===== src/rtl/vga_axil_arbiter.sv =====
// vga_axil_arbiter: shares one downstream AXI4-Lite slave between N_MASTERS masters,
// with independent read and write FSMs. Macro VGA_AXIL_ARBITER_RR_EN selects round-robin.
module vga_axil_arbiter #(
  parameter int N_MASTERS = 2,
  parameter int IDX_W     = $clog2(N_MASTERS),
  parameter int ADDR_W    = 32,
  parameter int DATA_W    = 32
) (
  input  logic                               clk_i,
  input  logic                               rst_i,
  // Upstream ports, one lane per master (flattened vga_axil_if slave side)
  input  logic [N_MASTERS-1:0][ADDR_W-1:0]   s_araddr_i,
  input  logic [N_MASTERS-1:0]               s_arvalid_i,
  output logic [N_MASTERS-1:0]               s_arready_o,
  output logic [N_MASTERS-1:0][DATA_W-1:0]   s_rdata_o,
  output logic [N_MASTERS-1:0][1:0]          s_rresp_o,
  output logic [N_MASTERS-1:0]               s_rvalid_o,
  input  logic [N_MASTERS-1:0]               s_rready_i,
  input  logic [N_MASTERS-1:0][ADDR_W-1:0]   s_awaddr_i,
  input  logic [N_MASTERS-1:0]               s_awvalid_i,
  output logic [N_MASTERS-1:0]               s_awready_o,
  input  logic [N_MASTERS-1:0][DATA_W-1:0]   s_wdata_i,
  input  logic [N_MASTERS-1:0][DATA_W/8-1:0] s_wstrb_i,
  input  logic [N_MASTERS-1:0]               s_wvalid_i,
  output logic [N_MASTERS-1:0]               s_wready_o,
  output logic [N_MASTERS-1:0][1:0]          s_bresp_o,
  output logic [N_MASTERS-1:0]               s_bvalid_o,
  input  logic [N_MASTERS-1:0]               s_bready_i,
  // Downstream port to the shared slave (flattened vga_axil_if master side)
  output logic [ADDR_W-1:0]                  m_araddr_o,
  output logic                               m_arvalid_o,
  input  logic                               m_arready_i,
  input  logic [DATA_W-1:0]                  m_rdata_i,
  input  logic [1:0]                         m_rresp_i,
  input  logic                               m_rvalid_i,
  output logic                               m_rready_o,
  output logic [ADDR_W-1:0]                  m_awaddr_o,
  output logic                               m_awvalid_o,
  input  logic                               m_awready_i,
  output logic [DATA_W-1:0]                  m_wdata_o,
  output logic [DATA_W/8-1:0]                m_wstrb_o,
  output logic                               m_wvalid_o,
  input  logic                               m_wready_i,
  input  logic [1:0]                         m_bresp_i,
  input  logic                               m_bvalid_i,
  output logic                               m_bready_o,
  // FSM observation
  output logic [1:0]                         rd_state_o,
  output logic [1:0]                         wr_state_o,
  output logic [IDX_W-1:0]                   rd_gnt_o,
  output logic [IDX_W-1:0]                   wr_gnt_o
);

  // Handshakes: a beat transfers on a rising edge where valid and ready are both 1;
  // valid never waits on ready, and in ADDR/RESP both travel combinationally between
  // the granted master lane and the downstream port. IDLE drives no ready or valid.

  typedef enum logic [1:0] {
    ST_IDLE = 2'd0,
    ST_ADDR = 2'd1,
    ST_RESP = 2'd2
  } state_e;

  state_e           rd_state_q, rd_state_d;
  state_e           wr_state_q, wr_state_d;
  logic [IDX_W-1:0] rgnt_q, rgnt_d;
  logic [IDX_W-1:0] wgnt_q, wgnt_d;
  logic             aw_done_q, aw_done_d;
  logic             w_done_q, w_done_d;
  logic [IDX_W-1:0] rd_start, wr_start;
  logic [IDX_W-1:0] rd_pick, wr_pick;

  function automatic logic [IDX_W-1:0] wrap_inc(input logic [IDX_W-1:0] v);
    return (v == IDX_W'(N_MASTERS - 1)) ? '0 : v + 1'b1;
  endfunction

  // First requester found scanning upward from start, wrapping at N_MASTERS.
  function automatic logic [IDX_W-1:0] arb_pick(input logic [N_MASTERS-1:0] req,
                                                input logic [IDX_W-1:0]     start);
    logic [IDX_W-1:0] idx;
    logic [IDX_W-1:0] sel;
    logic             found;
    idx   = start;
    sel   = start;
    found = 1'b0;
    for (int k = 0; k < N_MASTERS; k++) begin
      if (!found && req[idx]) begin
        sel   = idx;
        found = 1'b1;
      end
      idx = wrap_inc(idx);
    end
    return sel;
  endfunction

  assign rd_pick = arb_pick(s_arvalid_i, rd_start);
  assign wr_pick = arb_pick(s_awvalid_i, wr_start);

`ifdef VGA_AXIL_ARBITER_RR_EN
  // Pointers hold the next starting index (last grant + 1); zero after reset.
  logic [IDX_W-1:0] rptr_q, rptr_d;
  logic [IDX_W-1:0] wptr_q, wptr_d;

  always_comb begin
    rptr_d = rptr_q;
    wptr_d = wptr_q;
    if (rd_state_q == ST_IDLE && |s_arvalid_i) rptr_d = wrap_inc(rd_pick);
    if (wr_state_q == ST_IDLE && |s_awvalid_i) wptr_d = wrap_inc(wr_pick);
  end

  always_ff @(posedge clk_i) begin
    if (rst_i) begin
      rptr_q <= '0;
      wptr_q <= '0;
    end else begin
      rptr_q <= rptr_d;
      wptr_q <= wptr_d;
    end
  end

  assign rd_start = rptr_q;
  assign wr_start = wptr_q;
`else
  assign rd_start = '0;
  assign wr_start = '0;
`endif

  always_ff @(posedge clk_i) begin
    if (rst_i) begin
      rd_state_q <= ST_IDLE;
      wr_state_q <= ST_IDLE;
      rgnt_q     <= '0;
      wgnt_q     <= '0;
      aw_done_q  <= 1'b0;
      w_done_q   <= 1'b0;
    end else begin
      rd_state_q <= rd_state_d;
      wr_state_q <= wr_state_d;
      rgnt_q     <= rgnt_d;
      wgnt_q     <= wgnt_d;
      aw_done_q  <= aw_done_d;
      w_done_q   <= w_done_d;
    end
  end

  // Read path
  always_comb begin
    rd_state_d  = rd_state_q;
    rgnt_d      = rgnt_q;
    m_araddr_o  = '0;
    m_arvalid_o = 1'b0;
    m_rready_o  = 1'b0;
    s_arready_o = '0;
    s_rdata_o   = '0;
    s_rresp_o   = '0;
    s_rvalid_o  = '0;
    case (rd_state_q)
      ST_IDLE: begin
        if (|s_arvalid_i) begin
          rgnt_d     = rd_pick;
          rd_state_d = ST_ADDR;
        end
      end
      ST_ADDR: begin
        m_araddr_o          = s_araddr_i[rgnt_q];
        m_arvalid_o         = s_arvalid_i[rgnt_q];
        s_arready_o[rgnt_q] = m_arready_i;
        if (m_arvalid_o && m_arready_i) rd_state_d = ST_RESP;
      end
      ST_RESP: begin
        s_rdata_o[rgnt_q]  = m_rdata_i;
        s_rresp_o[rgnt_q]  = m_rresp_i;
        s_rvalid_o[rgnt_q] = m_rvalid_i;
        m_rready_o         = s_rready_i[rgnt_q];
        if (m_rvalid_i && m_rready_o) rd_state_d = ST_IDLE;
      end
      default: rd_state_d = ST_IDLE;
    endcase
  end

  // Write path: AW and W complete independently; a finished channel is masked off.
  always_comb begin
    wr_state_d  = wr_state_q;
    wgnt_d      = wgnt_q;
    aw_done_d   = aw_done_q;
    w_done_d    = w_done_q;
    m_awaddr_o  = '0;
    m_awvalid_o = 1'b0;
    m_wdata_o   = '0;
    m_wstrb_o   = '0;
    m_wvalid_o  = 1'b0;
    m_bready_o  = 1'b0;
    s_awready_o = '0;
    s_wready_o  = '0;
    s_bresp_o   = '0;
    s_bvalid_o  = '0;
    case (wr_state_q)
      ST_IDLE: begin
        if (|s_awvalid_i) begin
          wgnt_d     = wr_pick;
          wr_state_d = ST_ADDR;
        end
      end
      ST_ADDR: begin
        m_awaddr_o          = s_awaddr_i[wgnt_q];
        m_awvalid_o         = s_awvalid_i[wgnt_q] & ~aw_done_q;
        s_awready_o[wgnt_q] = m_awready_i & ~aw_done_q;
        m_wdata_o           = s_wdata_i[wgnt_q];
        m_wstrb_o           = s_wstrb_i[wgnt_q];
        m_wvalid_o          = s_wvalid_i[wgnt_q] & ~w_done_q;
        s_wready_o[wgnt_q]  = m_wready_i & ~w_done_q;
        aw_done_d           = aw_done_q | (m_awvalid_o & m_awready_i);
        w_done_d            = w_done_q | (m_wvalid_o & m_wready_i);
        if (aw_done_d && w_done_d) begin
          wr_state_d = ST_RESP;
          aw_done_d  = 1'b0;
          w_done_d   = 1'b0;
        end
      end
      ST_RESP: begin
        s_bresp_o[wgnt_q]  = m_bresp_i;
        s_bvalid_o[wgnt_q] = m_bvalid_i;
        m_bready_o         = s_bready_i[wgnt_q];
        if (m_bvalid_i && m_bready_o) wr_state_d = ST_IDLE;
      end
      default: wr_state_d = ST_IDLE;
    endcase
  end

  assign rd_state_o = rd_state_q;
  assign wr_state_o = wr_state_q;
  assign rd_gnt_o   = rgnt_q;
  assign wr_gnt_o   = wgnt_q;

endmodule


===== config.mk =====
export PLATFORM = sky130hd
export DESIGN_NAME = vga_axil_arbiter
export DESIGN_NICKNAME = d
export VERILOG_FILES = /design/src/rtl/vga_axil_arbiter.sv
export SDC_FILE = /design/constraint.sdc
export NUM_CORES = 1
export LEC_CHECK = 0
export BUFFER_PORTS_ARGS = -buffer_cell sky130_fd_sc_hd__buf_2
export CAP_MARGIN = 20
export CORE_AREA = 2 2 175 177
export DETAILED_ROUTE_END_ITERATION = 7
export DIE_AREA = 0 0 177 179
export HOLD_SLACK_MARGIN = 0.03
export SYNTH_ARGS = -nofsm -noshare
export SYNTH_HDL_FRONTEND = slang
export SYNTH_SLANG_ARGS = --single-unit
export TNS_END_PERCENT = 10

===== constraint.sdc =====
create_clock -name clk_i -period 1.27 [get_ports clk_i]
set_input_delay 0.254 -clock clk_i [delete_from_list [all_inputs] [get_ports clk_i]]
set_output_delay 0.254 -clock clk_i [all_outputs]
set_load 0.02 [all_outputs]

==> results of run 1 <==
## layout make-up
class	instances	share of cell area [%]
Antenna cell	1	0.03556
Inverter	5	0.2667
Sequential cell	8	2.525
Clock buffer	4	1.120
Tap cell	396	7.041
Multi-Input combinational cell	331	38.64
Timing Repair Buffer	498	50.37
## worst paths after layout
path              slack [ns]             to            from  cells past startpoint
setup / recovery       -0.39   m_wdata_o[1]        wr_gnt_o                      5
hold / removal          0.21       rd_gnt_o  s_arvalid_i[0]                      2
setup reg to reg       -0.26  wr_state_o[0]        wr_gnt_o                      6
hold reg to reg         0.52  wr_state_o[0]   wr_state_o[1]                      2
## power by group
group	internal [W]	switching (W)
registers	0.000268	0.0000276
logic	0.00128	0.00134
clock network	0.000425	0.000194
## routing by layer
layer  global-route usage [%]  vias to the layer above  wire [um]
li1                         -                     2201          -
met1                    8.526                     2036       5601
met2                    17.40                      272       9271
met3                    1.654                       14       1369
met4                    1.618                        0        270
met5                        0                        -          0
## critical path, delay by kind of cell, from the launching register on
kind,cells,cell delay [ns]
DFF,1,0.37
and+or+nand+nor,1,0.06
muxes,1,0.24
buffers and inverters,3,0.48
## kinds of logic after synthesis
logic type             Yosys count
and+or+nand+nor                211
muxes                          106
buffers and inverters           37
AOI/OAI and AO/OA               14
DFF                              8
## sequential cells by signal (all words and copies together), names as in the netlist
name and flops:
w_done_q 1, wr_state_o 2, aw_done_q 1, wr_gnt_o 1, rd_gnt_o 1, rd_state_o 2
## Yosys cell counts, drive strengths merged
cell type,number,area share (%)
and2,68,17
and4b,1,0.40
nor2b,1,0.25
nand2,3,0.45
nor3b,1,0.30
nand2b,8,2.0
a2111oi,1,0.59
a31oi,2,0.49
nor4,1,0.25
inv,5,0.74
dfxtp,8,6.3
nor3,8,1.6
and4,1,0.35
a211o,1,0.35
mux2i,104,41
nor4b,2,0.69
a21oi,6,1.8
nor2,116,17
clkbuf,12,1.8
o21ba,1,0.40
mux2,2,1.0
buf,20,3.9
a211oi,2,0.59
o21bai,1,0.30
and3,1,0.25
## metrics by stage
stage | total power, W | utilization (%) | std cells
3_3_place_gp | 0.002469 | 18.73 | 1224
5_1_grt | 0.003756 | 23.43 | 1243
6_report | 0.003540 | 23.43 | 1243
3_5_place_dp | 0.002493 | 18.73 | 1224
2_1_floorplan | 0.001517 | - | 376
4_1_cts | 0.003319 | 21.35 | 1237
## what timing repair did
item | 4_1_cts | 5_1_grt
endpoints found under the setup margin | 193 | 196
cloned | 3 | 4
pin swaps | 10 | 41
gates resized for setup | 186 | 155
setup buffers | 6 | 2
==> impl_metrics.py, run 1 <==
metrics = {
    "yosys": {
        "synth_top_family_by_area": "multiplexers",
        "synth_adder_area_share_pct": 0,
        "syn-cell-area_mm2": 0.002527,
        "yosys_warnings": 0,
        "synthCells": 376,
        "syn-num-nets": 629,
        "ys_seq_area_share_pct": 6.337,
        "syn_area_per_cell_um2": 6.722,
        "synth_xor_xnor_area_share_pct": 0,
        "synth_mux_area_share_pct": 42.23,
        "synth-compound-area-share_pct": 4.505,
        "synth_cell_type_count": 30,
        "yosys.area_share.simple_pct": 40.54,
        "ys_ff_latch": 8,
    },
    "route": {
        "vias_per_cell": 3.639,
        "dr_total_vias": 4523,
        "ant_nets": 0,
        "dr.pass1.iters": 4,
        "wl_um": 16510,
        "route.detailed.drc": 0,
        "wl_per_cell_um": 13.28,
        "drt-initial-drc-count": 85,
    },
    "sta": {
        "tightestPinTransition_ns": 0.2800,
        "grt_setup_unrepaired": "true",
        "finalHoldViolCount": 0,
        "period_share_pct": 130.6,
        "setup-violations-final": 192,
        "clock_skew_ns": 0.008118,
        "max_slew_margin_pct": 80.80,
        "setup_slack_ns": -0.3888,
        "fin_setup_tns_ns": -60.73,
        "whs_ns": 0.2089,
        "timing.fmax_mhz": 602.9,
        "fin_crit_ns": 1.659,
        "drv_slew": 0,
    },
    "grt": {
        "grt_pass1_wl_um": 20800,
        "track_usage_pct": 8.388,
        "grt_max_degree": 43,
        "grt_pass1_vias": 4162,
        "grt_overflow": 0,
        "antenna_found_initial": 1,
    },
    "clock_tree": {
        "cts_buffers": 3,
        "htree_levels": 1,
        "hold_buffers": 0,
        "ctsLongestPathBuffers": 2,
        "clk_pin_slew_worst_paths_ns": 0.05,
        "cts_sinks": 8,
        "cts_root_buf": "clkbuf_16",
        "worstSkewPairLatency_ns": 0.25,
        "cts_tree": "done",
    },
    "worst_setup_path": {
        "required_ns": 1.02,
        "critPathLaunchType": "register",
        "worst_ep_arrival_time_ns": 1.40,
        "path_class": "register to primary output",
        "crit_path_end_kind": "primary output",
        "path_cells": "buf_8 -> buf_16 -> mux2i_4 -> nor2_1 -> buf_2",
        "cpPeakStageDelay_ns": 0.37,
        "cp_max_fo": 17,
        "cp_slowest_cell": "dfxtp_4",
    },
    "floorplanning": {
        "die_area_mm2": 0.03168,
        "core_mm2": 0.03003,
        "io_pins": 446,
        "die_h_um": 179,
        "die_x_um": 177,
        "initial_core_util_pct": 8.417,
        "rows": 64,
    },
    "cells_and_area": {
        "layout-drive-gt1-share_pct": 73.52,
        "area_growth_pct": 178.4,
        "postLayoutCellArea_mm2": 0.007037,
        "final_cell_mix": "buf_2, buf_6, mux2i_1",
        "multi_input_area_mm2": 0.002719,
        "layout.area.seq_um2": 177.7,
        "fill_cells": 3238,
        "nNetsFinal": 1100,
        "layout_commonest_cell": "buf_2",
    },
    "power_and_ir_drop": {
        "powerDensity_mw_per_mm2": 503.0,
        "peakVddDrop_uv": 336.4,
        "p_leak_nw": 3.456,
    },
    "place": {
        "dpl_cell_area_mm2": 0.005624,
        "place.gp.congestion": 0.7829,
        "hpwl_um": 12610,
        "pre_cts_slack_ns": -0.1958,
        "port_buffers": 445,
    },
    "run": {
        "drv_cap": 0,
    },
    "run_status": {
        "run_status": "finished with violations",
        "violations": "negative setup slack",
    },
    "min_path": {
        "hold_class": "input pin to register",
    },
}
No activity file was read; power rests on OpenSTA's default activity.
==> inputs of run 2 (changes only) <==
--- a/config.mk
+++ b/config.mk
@@ -11,6 +11,7 @@
 export DETAILED_ROUTE_END_ITERATION = 7
 export DIE_AREA = 0 0 177 179
 export HOLD_SLACK_MARGIN = 0.03
+export RECOVER_POWER = 25
 export SYNTH_ARGS = -nofsm -noshare
 export SYNTH_HDL_FRONTEND = slang
 export SYNTH_SLANG_ARGS = --single-unit
==> impl_metrics.py, run 2 (same netlist as run 1, synthesis figures left out) <==
metrics = {
    "run_status": {
        "run_status": "finished with violations",
        "violations": "negative setup slack",
    },
    "route": {
        "ant_nets": 0,
        "vias_per_cell": 3.639,
        "wl_per_cell_um": 13.29,
        "dr.pass1.iters": 4,
        "drt-initial-drc-count": 85,
        "wl_um": 16510,
        "dr_total_vias": 4523,
        "route.detailed.drc": 0,
    },
    "clock_tree": {
        "worstSkewPairLatency_ns": 0.25,
        "cts_tree": "done",
        "htree_levels": 1,
        "ctsLongestPathBuffers": 2,
        "cts_sinks": 8,
        "hold_buffers": 0,
        "cts_buffers": 3,
        "cts_root_buf": "clkbuf_16",
        "clk_pin_slew_worst_paths_ns": 0.05,
    },
    "sta": {
        "tightestPinTransition_ns": 0.2800,
        "fin_setup_tns_ns": -60.73,
        "setup-violations-final": 192,
        "drv_slew": 0,
        "finalHoldViolCount": 0,
        "max_slew_margin_pct": 80.80,
        "clock_skew_ns": 0.008118,
        "period_share_pct": 130.6,
        "timing.fmax_mhz": 602.9,
        "grt_setup_unrepaired": "true",
        "setup_slack_ns": -0.3888,
        "fin_crit_ns": 1.659,
    },
    "cells_and_area": {
        "area_growth_pct": 178.4,
        "postLayoutCellArea_mm2": 0.007036,
        "layout-drive-gt1-share_pct": 73.40,
        "layout_commonest_cell": "buf_2",
        "nNetsFinal": 1100,
        "final_cell_mix": "buf_2, buf_6, mux2i_1",
    },
    "power_and_ir_drop": {
        "powerDensity_mw_per_mm2": 503.0,
        "p_leak_nw": 3.453,
        "peakVddDrop_uv": 336.4,
    },
    "min_path": {
        "hold_class": "input pin to register",
        "hold_end": "rd_gnt_o",
        "worstHoldStart": "s_arvalid_i[0]",
        "hold_depth": 2,
    },
    "floorplanning": {
        "die_area_mm2": 0.03168,
        "initial_core_util_pct": 8.417,
        "io_pins": 446,
        "die_h_um": 179,
        "core_mm2": 0.03003,
        "die_x_um": 177,
        "rows": 64,
    },
    "grt": {
        "grt_overflow": 0,
        "grt_pass1_wl_um": 20800,
        "grt_max_degree": 43,
        "grt_pass1_vias": 4162,
        "track_usage_pct": 8.388,
        "antenna_found_initial": 1,
    },
    "worst_setup_path": {
        "r2r_setup_slack_ns": -0.26,
        "path_class": "register to primary output",
        "ff2ff_path_depth": 6,
        "crit_path_end_kind": "primary output",
        "worst_ep_arrival_time_ns": 1.40,
        "r2r_end": "wr_state_o[0]",
        "critPathLaunchType": "register",
        "cp_max_fo": 17,
        "required_ns": 1.02,
        "rr_startpoint": "wr_gnt_o",
    },
    "place": {
        "dpl_cell_area_mm2": 0.005624,
        "hpwl_um": 12610,
        "port_buffers": 445,
        "place.gp.congestion": 0.7829,
    },
    "run": {
        "drv_cap": 0,
    },
}
-- run 2: changes by cell type in the layout (fill, tap and decap cells not counted) --
cell / previous run / this run
clkbuf_1: 1 / 2
buf_2: 324 / 323
-- run 2: worst max-delay path, stage by stage, from the launching register on --
cell	delay [ns]
dfxtp_4	0.37
buf_8	0.14
buf_16	0.18
mux2i_4	0.24
nor2_1	0.06
buf_2	0.16
-- run 2: layout make-up --
type                    count  area (um^2)
clock buffers               4        78.83
well taps                 396        495.5
repair buffers            498         3543
inverters                   5        18.77
multi-input cells         331         2719
fillers                  3239        22990
diodes                      1        2.502
flip-flops and latches      8        177.7
-- run 2: stage by stage --
stage	hold WS (ns)	util, %	total power (W)	instances	worst slack [ns]
after global routing	0.2274	23.43	0.003755	1243	-0.4469
after CTS	0.2057	21.35	0.003319	1237	-0.4323
after global placement	0.4708	18.73	0.002469	1224	-0.1730
after floorplan	0.3403	-	0.001517	376	-0.3964
final	0.2089	23.43	0.003539	1243	-0.3888
after detailed placement	0.4720	18.73	0.002493	1224	-0.1958
-- run 2: where the power goes --
group | internal, W | leakage, nW | total [W] | switching (W)
registers | 0.000268 | 0.0690 | 0.000296 | 0.0000276
logic | 0.00128 | 3.35 | 0.00262 | 0.00134
clock network | 0.000425 | 0.0382 | 0.000619 | 0.000194
-- run 2: repair_timing --
item,CTS,global route
cloned,3,4
endpoints found under the setup margin,193,196
pin swaps,10,41
buffers inserted,6,2
resized for setup,186,155
-- run 2: worst max-delay path by stage --
| stage | startpoint | endpoint | slack (ns) |
|---|---|---|---|
| 5_1_grt | wr_gnt_o | m_wdata_o[1] | -0.45 |
| 3_5_place_dp | wr_gnt_o | wr_state_o[0] | -0.20 |
| 2_1_floorplan | rd_gnt_o | m_araddr_o[10] | -0.40 |
| 4_1_cts | wr_gnt_o | m_wdata_o[13] | -0.43 |
| 6_report | wr_gnt_o | m_wdata_o[1] | -0.39 |
| 3_3_place_gp | rd_state_o[0] | s_rdata_o[57] | -0.17 |
-- run 2: layer usage --
layer / vias to the layer above / part of all wire (%) / GRT usage (%) / routed length [um]
li1: 2201 / - / - / -
met1: 2036 / 34 / 8.526 / 5594
met2: 272 / 56 / 17.40 / 9271
met3: 14 / 8.3 / 1.654 / 1377
met4: 0 / 1.6 / 1.618 / 270
met5: - / 0 / 0 / 0
